$ cat config.mk
export PLATFORM = sky130hd
export DESIGN_NAME = param_fifo
export DESIGN_NICKNAME = d
export VERILOG_FILES = /design/src/rtl/param_fifo.sv
export SDC_FILE = /design/constraint.sdc
export NUM_CORES = 1
export LEC_CHECK = 0
export CAP_MARGIN = 5
export CORE_MARGIN = 2
export CORE_UTILIZATION = 64
export CTS_BUF_LIST = sky130_fd_sc_hd__clkbuf_8
export CTS_CLUSTER_DIAMETER = 30
export DETAILED_ROUTE_END_ITERATION = 6
export PLACE_DENSITY = 0.87
export SETUP_SLACK_MARGIN = 0.02
export SYNTH_ARGS = -nofsm -noshare
export SYNTH_HDL_FRONTEND = slang
export SYNTH_SLANG_ARGS = --single-unit
$ cat constraint.sdc
create_clock -name clk -period 4.55 [get_ports clk]
set_input_delay 0.91 -clock clk [delete_from_list [all_inputs] [get_ports clk]]
set_output_delay 0.91 -clock clk [all_outputs]
set_load 0.02 [all_outputs]
$ cat src/rtl/param_fifo.sv
// Parameterised synchronous FIFO with sticky overflow/underflow and status flags.
// Define PARAM_FIFO_FWFT_EN for show-ahead output; otherwise o_data is a registered read port.
module param_fifo #(
    parameter int DEPTH      = 8,
    parameter int DATA_WIDTH = 8,
    parameter int AF_THRESH  = DEPTH - 2,
    parameter int AE_THRESH  = 2
) (
    input  logic                    clk,
    input  logic                    rst_n,
    input  logic                    clr,
    input  logic                    wren,
    input  logic                    rden,
    input  logic [DATA_WIDTH-1:0]   i_data,
    output logic [DATA_WIDTH-1:0]   o_data,
    output logic [$clog2(DEPTH):0]  usedw,
    output logic                    full,
    output logic                    empty,
    output logic                    almost_full,
    output logic                    almost_empty,
    output logic                    overflow,
    output logic                    underflow
);

    localparam int AW = $clog2(DEPTH);
    localparam int CW = AW + 1;
    localparam logic [CW-1:0] LP_DEPTH = CW'(DEPTH);
    localparam logic [CW-1:0] LP_AF    = CW'(AF_THRESH);
    localparam logic [CW-1:0] LP_AE    = CW'(AE_THRESH);

    logic [DATA_WIDTH-1:0] r_mem [DEPTH];
    logic [AW-1:0]         r_wr_ptr;
    logic [AW-1:0]         r_rd_ptr;
    logic [CW-1:0]         r_count;
    logic                  r_ovf;
    logic                  r_udf;

    logic                  w_wr_acc;
    logic                  w_rd_acc;
    logic                  w_mem_we;

    // Flags decode from the registered count only, so no input reaches them combinationally.
    always_comb begin
        full         = (r_count == LP_DEPTH);
        empty        = (r_count == '0);
        almost_full  = (r_count >= LP_AF);
        almost_empty = (r_count <= LP_AE);
        usedw        = r_count;
        overflow     = r_ovf;
        underflow    = r_udf;
    end

    always_comb begin
        w_wr_acc = wren && !full && !clr;
        w_rd_acc = rden && !empty && !clr;
        w_mem_we = w_wr_acc && rst_n;
    end

    always_ff @(posedge clk) begin
        if (w_mem_we) begin
            r_mem[r_wr_ptr] <= i_data;
        end
    end

    always_ff @(posedge clk or negedge rst_n) begin
        if (!rst_n) begin
            r_wr_ptr <= '0;
            r_rd_ptr <= '0;
            r_count  <= '0;
            r_ovf    <= 1'b0;
            r_udf    <= 1'b0;
        end else if (clr) begin
            r_wr_ptr <= '0;
            r_rd_ptr <= '0;
            r_count  <= '0;
            r_ovf    <= 1'b0;
            r_udf    <= 1'b0;
        end else begin
            if (w_wr_acc) begin
                r_wr_ptr <= r_wr_ptr + 1'b1;
            end
            if (w_rd_acc) begin
                r_rd_ptr <= r_rd_ptr + 1'b1;
            end
            case ({w_wr_acc, w_rd_acc})
                2'b10:   r_count <= r_count + 1'b1;
                2'b01:   r_count <= r_count - 1'b1;
                default: r_count <= r_count;
            endcase
            if (wren && full) begin
                r_ovf <= 1'b1;
            end
            if (rden && empty) begin
                r_udf <= 1'b1;
            end
        end
    end

`ifdef PARAM_FIFO_FWFT_EN
    always_comb begin
        o_data = empty ? '0 : r_mem[r_rd_ptr];
    end
`else
    logic [DATA_WIDTH-1:0] r_odata;

    always_ff @(posedge clk or negedge rst_n) begin
        if (!rst_n) begin
            r_odata <= '0;
        end else if (clr) begin
            r_odata <= '0;
        end else if (w_rd_acc) begin
            r_odata <= r_mem[r_rd_ptr];
        end
    end

    always_comb begin
        o_data = r_odata;
    end
`endif

endmodule

After elaboration in Yosys (flattened, before gate mapping). Memories as Yosys holds them, arrays and structs flattened. Cells that the tools add are included. W data, S select, Z words.

RAM bits: 64. Logic and storage cells: 46. Register bits: 20. Bits in latches: 0. Memories: 1. Output and inout port bits: 18. Bits in read-only memories: 0.

Memory list: r_mem (words 8, bits a word 8, rd ports 1, clocked after Yosys merged registers in 0, wr ports 1, RTL line 31) `logic [DATA_WIDTH-1:0] r_mem [DEPTH];`.

Muxes and demuxes: 14. Add/subtract/negate cells: 4. Equal/unequal tests: 3. Shift operators: 0. Bitwise gates (word level): 0. Magnitude comparators: 2. Reductions and logical operators: 16. Multiply operators: 0. Divide/modulo/power cells: 0.

Operators by type and width (number): $mux W8 (2); $mux W3 (4); $pmux W4 S2 (1); $reduce_bool A2 Y1 (4); $logic_and A1 B1 Y1 (7); $add A3 B1 Y3 const B (2); $mux W1 (6); $add A4 B1 Y4 const B (1); $eq A4 B4 Y1 const B (1); $ge A4 B3 Y1 const B (1); $le A4 B2 Y1 const B (1); $logic_not A4 Y1 (1); $mux W4 (1); $sub A4 B1 Y4 const B (1); $logic_not A1 Y1 (3); $reduce_bool A3 Y1 (1); $eq A2 B1 Y1 const B (1); $eq A2 B2 Y1 const B (1).

Logic depth before layout (Yosys ltp). Gate-level depths: netlist (run 1).

Depth in word-level cells: 7. Gate-level depth with buffers: 9.

Worst setup path after synthesis (run 1). No wires, ideal clock.

Kind: input to register. Start point: input port wren. End point: memory r_mem[5][0], enable pin. Arrival: 2667 ps. Stages on the path: 4. Path buffers: 1. Required time: 4152 ps. Path slack: 1486 ps. Cells stage by stage: buf_1 inv_1 or3_1 nor4b_1.

Longest elaborated chain between the ends: 5.

Ends and longest elaborated chain: start: declaration (RTL line 12) `input logic wren,`; $logic_and A1 B1 Y1 (2 in a row) (RTL line 54) `w_wr_acc = wren && !full && !clr;`; $logic_and A1 B1 Y1 (RTL line 56) `w_mem_we = w_wr_acc && rst_n;`; $mux W1 (RTL line 60) `if (w_mem_we) begin`; $mux W1 (implied by the code) (RTL line 61) `r_mem[r_wr_ptr] <= i_data;`; end: declaration (RTL line 31).

Every way passes these cells.

Worst setup path in the final report (run 1).
Start point: register r_count[1], in the netlist usedw[1]. End point: output port empty.

Longest elaborated chain between the ends: 1.

Ends and longest elaborated chain: start: declaration (RTL line 34) `logic [CW-1:0] r_count;`; start signal: assignment (RTL line 86) `2'b10: r_count <= r_count + 1'b1;`; start signal: assignment (RTL line 87) `2'b01: r_count <= r_count - 1'b1;`; start signal: assignment (RTL line 88) `default: r_count <= r_count;`; $logic_not A4 Y1 (RTL line 45) `empty = (r_count == '0);`; end: declaration (RTL line 18) `output logic empty,`.

Every way passes these cells.

==> results of run 1 <==
## placed cells by master (no fill, tap or decap), drive strengths merged, types with 3 or more instances in the layout
cell type	count
nand3	6
clkinv	3
xor2	4
o21ai	4
nand2	8
nor4b	3
mux4	16
nor2	17
buf	9
nor3	6
mux2i	9
nand2b	3
a21oi	8
clkbuf	9
dfrtp	20
ha	4
or3	3
edfxtp	64
a211oi	9
clkdlybuf4s50	30
inv	6
## flip-flops by register name, summed over array words and instances (netlist names)
register and count:
r_mem 64, o_data 8, usedw 4, r_rd_ptr 3, r_wr_ptr 3, overflow 1
underflow 1
## through the flow
step	power, uW	hold WS (ns)	instances	setup slack (ns)
final	2090	0.503	330	1.38
after global routing	2200	0.553	330	1.24
after CTS	2110	0.508	330	1.36
after detailed placement	1620	0.488	315	1.23
after global placement	1600	0.479	315	1.27
after floorplan	1400	0.574	219	1.49
## cell type report
class / instances / share of cell area [%]
clock buffers: 9 / 3.01
inverters: 4 / 0.365
flip-flops and latches: 84 / 58.9
well taps: 72 / 2.19
repair buffers: 39 / 8.94
clock inverters: 6 / 1.37
multi-input cells: 116 / 25.2
## power by group through the flow
stage                     Clock (uW)  Sequential (uW)  Combinational (uW)
final                            484              997                 611
after CTS                        494              998                 614
after global routing             522             1010                 664
after detailed placement           0             1020                 605
after floorplan                    0             1010                 394
after global placement             0             1010                 594
## worst reg2reg max path: cells and delay by family (launching register included)
family	cells	cell delay, ns
and+or+nand+nor	2	1.01
AOI/OAI and AO/OA	3	0.73
DFF	1	0.52
adders and majority gates	1	0.36
## worst max-delay path by stage
stage,to
final,empty
after global placement,r_mem[2][3]
after detailed placement,r_mem[3][2]
after global routing,empty
after CTS,empty
after floorplan,r_mem[5][0]
## metal layers
metal | GRT usage (%) | wire length, um | vias to the layer above
met3 | 5.86 | 385 | 11
li1 | - | - | 932
met2 | 38.1 | 3300 | 73
met4 | 9.82 | 100 | 0
met5 | 0 | 0 | -
met1 | 31.1 | 2650 | 991
## logic make-up after synthesis
kind of cell / Yosys count / share of synthesized area (%)
fa+ha+maj: 4 / 1.41
buf+inv: 19 / 2.61
xor+xnor: 5 / 1.23
mux: 25 / 12.7
simple gates: 53 / 7.76
compound gates: 29 / 6.00
flops: 84 / 68.3
## synthesized netlist by cell type
cell       number
or3_1           3
nor4_1          2
inv_1           3
a31oi_1         1
o211ai_1        1
clkbuf_1        6
buf_6           2
buf_2           5
nand2_1         8
nand3_1         6
buf_1           2
o41ai_1         1
a21o_1          1
a2111oi_4       1
nand2b_1        3
and3b_1         1
nor4bb_1        1
a211o_1         1
mux4_2         16
a211oi_1        9
nor2_1         17
xnor2_1         1
nand4_1         2
xor2_1          4
a21boi_0        1
inv_2           1
or4b_4          1
o41a_1          1
nor3_1          6
dfrtp_1        20
o21ai_0         4
ha_1            4
mux2i_1         9
edfxtp_1       64
a21oi_1         8
nor4b_1         3
==> flow_summary.json, run 1 <==
{
  "reg2reg_depth": 6,
  "cp-startpoint": "usedw[1]",
  "crit_cells": 2,
  "timing_worst_setup_path_type": "reg2out",
  "fillers": 323,
  "status": "finished clean",
  "ys_ff_latch": 84,
  "ff_latch_area_mm2": 0.00242,
  "port_buffers": 30,
  "clk-insertion-delay-late_ns": 0.34,
  "finalSetupTns_ns": 0,
  "gp_congestion": 0.848,
  "period_share_pct": 69.7,
  "place_area_mm2": 0.00393,
  "dieArea_mm2": 0.00615,
  "grt_max_degree": 27,
  "p_per_area_mw_per_mm2": 508,
  "path_buf_inv": 1,
  "skew_ns": 0.00667,
  "nets": 271,
  "hold_path_end": "underflow",
  "max_clock_freq_mhz": 315,
  "wl_per_cell_um": 19.5,
  "final_antenna_net_count": 0,
  "antenna_found_initial": 0,
  "yosysTopAreaCellShare_pct": 54.2,
  "cts_resized": 0,
  "cts_tree": "done",
  "grt_pass1_vias": 1984,
  "h-tree-depth": 3,
  "multi_input_area_mm2": 0.00104,
  "setup_violations": 0,
  "cts_setup_buffers": 0,
  "synth_warnings": 0,
  "irDropWorstVdd_mv": 0.290,
  "reg2reg_to": "usedw[2]",
  "worstSetupEndpointType": "primary output",
  "internal_power_uw": 1440,
  "rows": 27,
  "worst_setup_path_start_kind": "flop",
  "overflow": 0,
  "rsz0062_at_grt": "no",
  "r2r_start": "usedw[1]",
  "worstHoldPathCells": 2,
  "io_pins": 31,
  "cts_buffers": 9,
  "drt_iter0_drc": 182,
  "vias": 2007,
  "fp.dieH_um": 78.4,
  "cts.sinks": 84,
  "wirelength_um": 6440,
  "start_util_pct": 65.2,
  "worst_slew_pin_slew_ns": 1.09,
  "hold_violations": 0,
  "clkTransAtPathRegs_ns": 0.07,
  "seq_power_share_pct": 47.7,
  "cp_cell_sequence": "nor4_1 > clkdlybuf4s50_1",
  "n_antenna_cell": 0,
  "drv_cap": 0,
  "hp-class": "reg2reg",
  "drive_gt1_share_pct": 16.3,
  "p_sw_uw": 655,
  "cts-root-buf": "clkbuf_8",
  "yosys.area.top_type": "edfxtp_1",
  "drv_slew": 0,
  "core_mm2": 0.00544,
  "hp-start": "underflow",
  "synth_area_leaders": "edfxtp_1 (54%), dfrtp_1 (14%), mux4_2 (10%)",
  "ys_types": 36,
  "syn_inst": 219,
  "leakage_uw": 0.00140,
  "required_ns": 3.64,
  "clockBufferDepth": 2,
  "period_needed_ns": 3.17,
  "viasPerCell": 6.08,
  "syn_to_final_growth_pct": 16.0,
  "yosysSeqAreaShare_pct": 68.3,
  "grt_use_total_pct": 23.6,
  "avgSynthCellArea_um2": 16.2,
  "dp_hpwl_um": 4220,
  "grt_pass1_wl_um": 10300,
  "critPathMaxFanout": 12,
  "slew_headroom_pct": 27.6,
  "combPwrFrac_pct": 29.2,
  "postLayoutCellArea_mm2": 0.00411,
  "cp_slowest_cell": "clkdlybuf4s50_1",
  "cts_hold_buf": 0,
  "synth_area_mm2": 0.00355,
  "reg2reg_slack_ns": 1.80,
  "die_w_um": 78.4,
  "postLayoutCoreUtil_pct": 75.6,
  "syn_nets": 236,
  "dr.pass1.iters": 4,
  "crit_family": "buffers and inverters",
  "drc_errors": 0,
  "p_sw_share_pct": 31.3,
  "cpPeakStageDelay_ns": 0.73,
  "power_frac_clock_pct": 23.1,
  "arrival_ns": 2.26
}
Note: power is estimated with default switching activity, not from simulation.
==> inputs of run 2 (changes only) <==
- CORE_UTILIZATION: 64 -> 59
- PLACE_DENSITY: 0.87 -> 0.81
- clock period: 4.55 -> 3.05 ns (I/O delays scaled with it)
==> run 2 against run 1 <==
Utilization down 4.4 points. Register-to-register slack worse by 1.5 ns. Sequential share of layout area down 0.73 points. Wire length down 2.5%. Setup slack worse by 1.2 ns. Die area up 8.0%. Hold slack better by 0.0035 ns. Sequential power up 45%.
==> flow_summary.json, run 2 (same netlist as run 1, synthesis figures left out) <==
{
  "worst_slew_pin_slew_ns": 0.804,
  "final_antenna_net_count": 0,
  "grt_pass1_vias": 1938,
  "grt_use_total_pct": 21.0,
  "n_antenna_cell": 0,
  "slew_headroom_pct": 46.4,
  "worstSetupEndpointType": "primary output",
  "cts_resized": 0,
  "port_buffers": 30,
  "status": "finished clean",
  "cts-root-buf": "clkbuf_8",
  "skew_ns": 0.0102,
  "irDropWorstVdd_mv": 0.514,
  "holdWs_ns": 0.506,
  "top_register": "r_mem",
  "hp-class": "reg2reg",
  "p_sw_uw": 1010,
  "period_share_pct": 93.6,
  "cts.sinks": 84,
  "io_pins": 31,
  "fillers": 382,
  "required_ns": 2.44,
  "postLayoutCellArea_mm2": 0.00417,
  "cts_hold_buf": 0,
  "cts_tree": "done",
  "start_util_pct": 60.6,
  "drc_errors": 0,
  "die_w_um": 81.5,
  "power_frac_clock_pct": 23.0,
  "internal_power_uw": 2110,
  "vias": 1983,
  "seq_power_share_pct": 46.6,
  "core_mm2": 0.00585,
  "nets": 276,
  "drt_iter0_drc": 136,
  "fp.dieH_um": 81.5,
  "drive_gt1_share_pct": 19.3,
  "grt_pass1_wl_um": 9600,
  "dr.pass1.iters": 4,
  "multi_input_area_mm2": 0.00104,
  "worst_setup_path_start_kind": "flop",
  "ff_latch_area_mm2": 0.00242,
  "dp.cells": 323,
  "postLayoutCoreUtil_pct": 71.2,
  "syn_to_final_growth_pct": 17.4,
  "h-tree-depth": 3,
  "viasPerCell": 5.85,
  "finalSetupTns_ns": 0,
  "p_sw_share_pct": 32.3,
  "cts_setup_buffers": 0,
  "dp_hpwl_um": 4260,
  "grt_max_degree": 23,
  "hold_violations": 0,
  "rows": 28,
  "place_area_mm2": 0.00398,
  "rsz0062_at_grt": "no",
  "clkTransAtPathRegs_ns": 0.08,
  "clockBufferDepth": 2,
  "clk-insertion-delay-late_ns": 0.35,
  "overflow": 0,
  "antenna_found_initial": 0,
  "period_needed_ns": 2.85,
  "critPathMaxFanout": 12,
  "dieArea_mm2": 0.00665,
  "final_cell_mix": "edfxtp_1 (64), clkdlybuf4s50_1 (30), dfrtp_1 (20)",
  "wirelength_um": 6280,
  "final_cells": 339,
  "final_common_cell": "edfxtp_1",
  "max_clock_freq_mhz": 350,
  "largest_reg_flops": 64,
  "cts_buffers": 9,
  "combPwrFrac_pct": 30.4,
  "wl_per_cell_um": 18.5,
  "p_per_area_mw_per_mm2": 750,
  "leakage_uw": 0.00142,
  "drv_slew": 0,
  "setup_violations": 0,
  "arrival_ns": 2.24,
  "drv_cap": 0,
  "gp_congestion": 0.836,
  "timing_worst_setup_path_type": "reg2out"
}
-- run 2: changes by cell type in the layout (fill, tap and decap cells not counted), sizes merged --
cell / previous run / this run
clkinv: 3 / 2
clkbuf: 9 / 10
buf: 9 / 14
bufinv: 1 / 0
clkinvlp: 0 / 2
-- run 2: final cells by class --
type | count | area share, %
Timing Repair Buffer | 44 | 9.73
Clock buffer | 10 | 3.30
Inverter | 4 | 0.360
Tap cell | 75 | 2.25
Clock inverter | 6 | 1.11
Multi-Input combinational cell | 116 | 25.1
Sequential cell | 84 | 58.2
-- run 2: critical path, stage by stage, from the launching register on --
cell and delay [ns]:
dfrtp_1 0.51, or4b_4 0.65, inv_2 0.12, clkdlybuf4s50_1 0.60
-- run 2: path summary, 6_finish.rpt --
kind,startpoint,endpoint,slack [ns],depth (start not counted)
max reg2reg,usedw[1],usedw[2],0.32,6
max in group asynchronous,rst_n,o_data[2],2.03,2
min reg2reg,underflow,underflow,0.51,2
min,underflow,underflow,0.51,2
min in group asynchronous,rst_n,r_rd_ptr[0],0.80,2
max,usedw[1],full,0.20,3
-- run 2: metal layers --
metal | vias to the layer above | track usage, % | routed length, um
met5 | - | 0 | 0
met4 | 0 | 7.80 | 92
met3 | 8 | 6.15 | 317
met2 | 57 | 33.8 | 3090
met1 | 981 | 27.4 | 2780
li1 | 937 | - | -
-- run 2: power by group through the flow --
stage / combinational (uW) / clock, uW / sequential (uW)
after floorplan: 588 / 0 / 1500
after global placement: 938 / 0 / 1470
after detailed placement: 952 / 0 / 1480
after CTS: 954 / 738 / 1450
after global routing: 1040 / 797 / 1470
final: 951 / 719 / 1450
-- run 2: per-stage QoR --
stage	total power (uW)	worst slack, ns
6_report	3120	0.196
5_1_grt	3310	0.0951
4_1_cts	3140	0.168
3_5_place_dp	2430	0.300
3_3_place_gp	2410	0.353
2_1_floorplan	2090	0.0957
==> inputs of run 3 (changes only) <==
- CORE_UTILIZATION: 59 -> 53
- GPL_TIMING_DRIVEN: default -> 0
- PLACE_DENSITY: 0.81 -> 0.74
==> run 3 against run 2 <==
The run now ends with DRC left. Combinational power up 11%. Clock-buffer cell count down 1. Sequential share of layout area down 0.81 points. Die area up 11%. Critical path type unchanged. Critical endpoint unchanged. Largest cell class unchanged. Largest power group unchanged. Highest routed layer unchanged.
==> flow_summary.json, run 3 (same netlist as run 1, synthesis figures left out) <==
{
  "power_frac_clock_pct": 25.6,
  "combPwrFrac_pct": 32.0,
  "clockBufferDepth": 2,
  "violations": "DRC",
  "leakage_uw": 0.00145,
  "viasPerCell": 5.88,
  "timing_worst_setup_path_type": "reg2out",
  "port_buffers": 29,
  "finalSetupTns_ns": 0,
  "p_per_area_mw_per_mm2": 782,
  "cts_resized": 2,
  "overflow": 0,
  "worst_setup_path_start_kind": "flop",
  "holdWs_ns": 0.440,
  "status": "complete, but fails checks",
  "required_ns": 2.44,
  "drive_gt1_share_pct": 19.0,
  "final_common_cell": "edfxtp_1",
  "skew_ns": 0.0108,
  "drv_cap": 0,
  "reg2reg_depth": 8,
  "h-tree-depth": 3,
  "max_clock_freq_mhz": 347,
  "dp_hpwl_um": 4590,
  "final_antenna_net_count": 0,
  "drt_iter0_drc": 127,
  "hold_violations": 0,
  "cts_setup_buffers": 0,
  "start_util_pct": 55.2,
  "reg2reg_to": "usedw[2]",
  "die_w_um": 85.8,
  "cts.sinks": 84,
  "antenna_found_initial": 0,
  "hp-class": "in2async",
  "cts_hold_buf": 0,
  "vias": 2028,
  "nets": 280,
  "r2r_start": "usedw[0]",
  "drv_slew": 0,
  "irDropWorstVdd_mv": 0.501,
  "grt_max_degree": 26,
  "clk-insertion-delay-late_ns": 0.34,
  "cts_tree": "done",
  "dr.pass1.iters": 7,
  "final_cell_mix": "edfxtp_1 (64), clkdlybuf4s50_1 (28), dfrtp_1 (20)",
  "wirelength_um": 6630,
  "period_needed_ns": 2.88,
  "dieArea_mm2": 0.00736,
  "gp_congestion": 0.816,
  "rows": 29,
  "clkTransAtPathRegs_ns": 0.09,
  "cts-root-buf": "clkbuf_8",
  "grt_use_total_pct": 19.9,
  "io_pins": 31,
  "p_sw_uw": 1020,
  "n_antenna_cell": 0,
  "slew_headroom_pct": 30.0,
  "reg2reg_slack_ns": 0.26,
  "p_sw_share_pct": 31.0,
  "grt_pass1_wl_um": 10700,
  "worstSetupEndpointType": "primary output",
  "multi_input_area_mm2": 0.00107,
  "top_register": "r_mem",
  "arrival_ns": 2.27,
  "fp.dieH_um": 85.8,
  "largest_reg_flops": 64,
  "cts_buffers": 9,
  "setup_violations": 0,
  "core_mm2": 0.00642,
  "worst_slew_pin_slew_ns": 1.05,
  "rsz0062_at_grt": "no",
  "period_share_pct": 94.6,
  "syn_to_final_growth_pct": 19.1,
  "critPathMaxFanout": 9,
  "ff_latch_area_mm2": 0.00242,
  "drc_errors": 6,
  "internal_power_uw": 2280,
  "fillers": 446,
  "grt_pass1_vias": 2050,
  "seq_power_share_pct": 42.4,
  "wl_per_cell_um": 19.2
}
run 3: changes by cell type in the layout (fill, tap and decap cells not counted), sizes merged:
| cell | before | now |
|---|---|---|
| dlymetal6s2s | 0 | 1 |
| clkdlybuf4s50 | 30 | 28 |
| inv | 6 | 7 |
| bufinv | 0 | 2 |
| buf | 14 | 13 |
| clkinvlp | 2 | 1 |
| clkinv | 2 | 1 |
| clkbuf | 10 | 15 |
run 3: final cells by class:
type,instances,share of cell area [%]
buffer,15,1.84
tap,77,2.28
multi-input combinational,116,25.4
timing repair buffer,33,7.64
clock inverter,7,2.19
sequential,84,57.3
inverter,4,0.355
clock buffer,9,2.93
run 3: stage by stage:
stage | total power (uW) | util [%] | std cells | worst slack [ns] | cell area (um^2)
after CTS | 3320 | 65.6 | 345 | 0.0302 | 4220
after detailed placement | 2480 | 62.1 | 329 | -0.500 | 3990
after global placement | 2450 | 61.3 | 325 | -1.07 | 3930
final | 3300 | 65.8 | 345 | 0.166 | 4220
after floorplan | 2090 | - | 219 | 0.0957 | 3550
after global routing | 3470 | 65.8 | 345 | 0.0932 | 4220
run 3: layer usage:
metal / track usage [%] / routed length, um
met3: 4.04 / 265
met5: 0 / 0
met2: 31.4 / 3320
met1: 27.1 / 2950
met4: 8.95 / 99
run 3: critical path, stage by stage, from the launching register on:
cell and delay [ns]:
dfrtp_1 0.42, buf_6 0.15, or4b_4 0.51, buf_6 0.15, inv_2 0.09, clkdlybuf4s50_1 0.61
run 3: how the worst max path moves through the flow:
stage,startpoint,end,slack [ns],cells after the start
2_1_floorplan,usedw[1],usedw[2],0.1,8
3_3_place_gp,rst_n,r_mem[5][3],-1.07,3
3_5_place_dp,rst_n,r_mem[2][3],-0.50,3
4_1_cts,usedw[1],empty,0.03,3
5_1_grt,usedw[0],full,0.09,5
6_report,usedw[0],full,0.17,5
run 3: power by group through the flow:
stage                     registers, uW  logic, uW  clock network (uW)
after global placement             1420       1030                   0
after CTS                          1400       1060                 863
final                              1400       1060                 845
after detailed placement           1430       1050                   0
after global routing               1410       1150                 903
after floorplan                    1500        588                   0
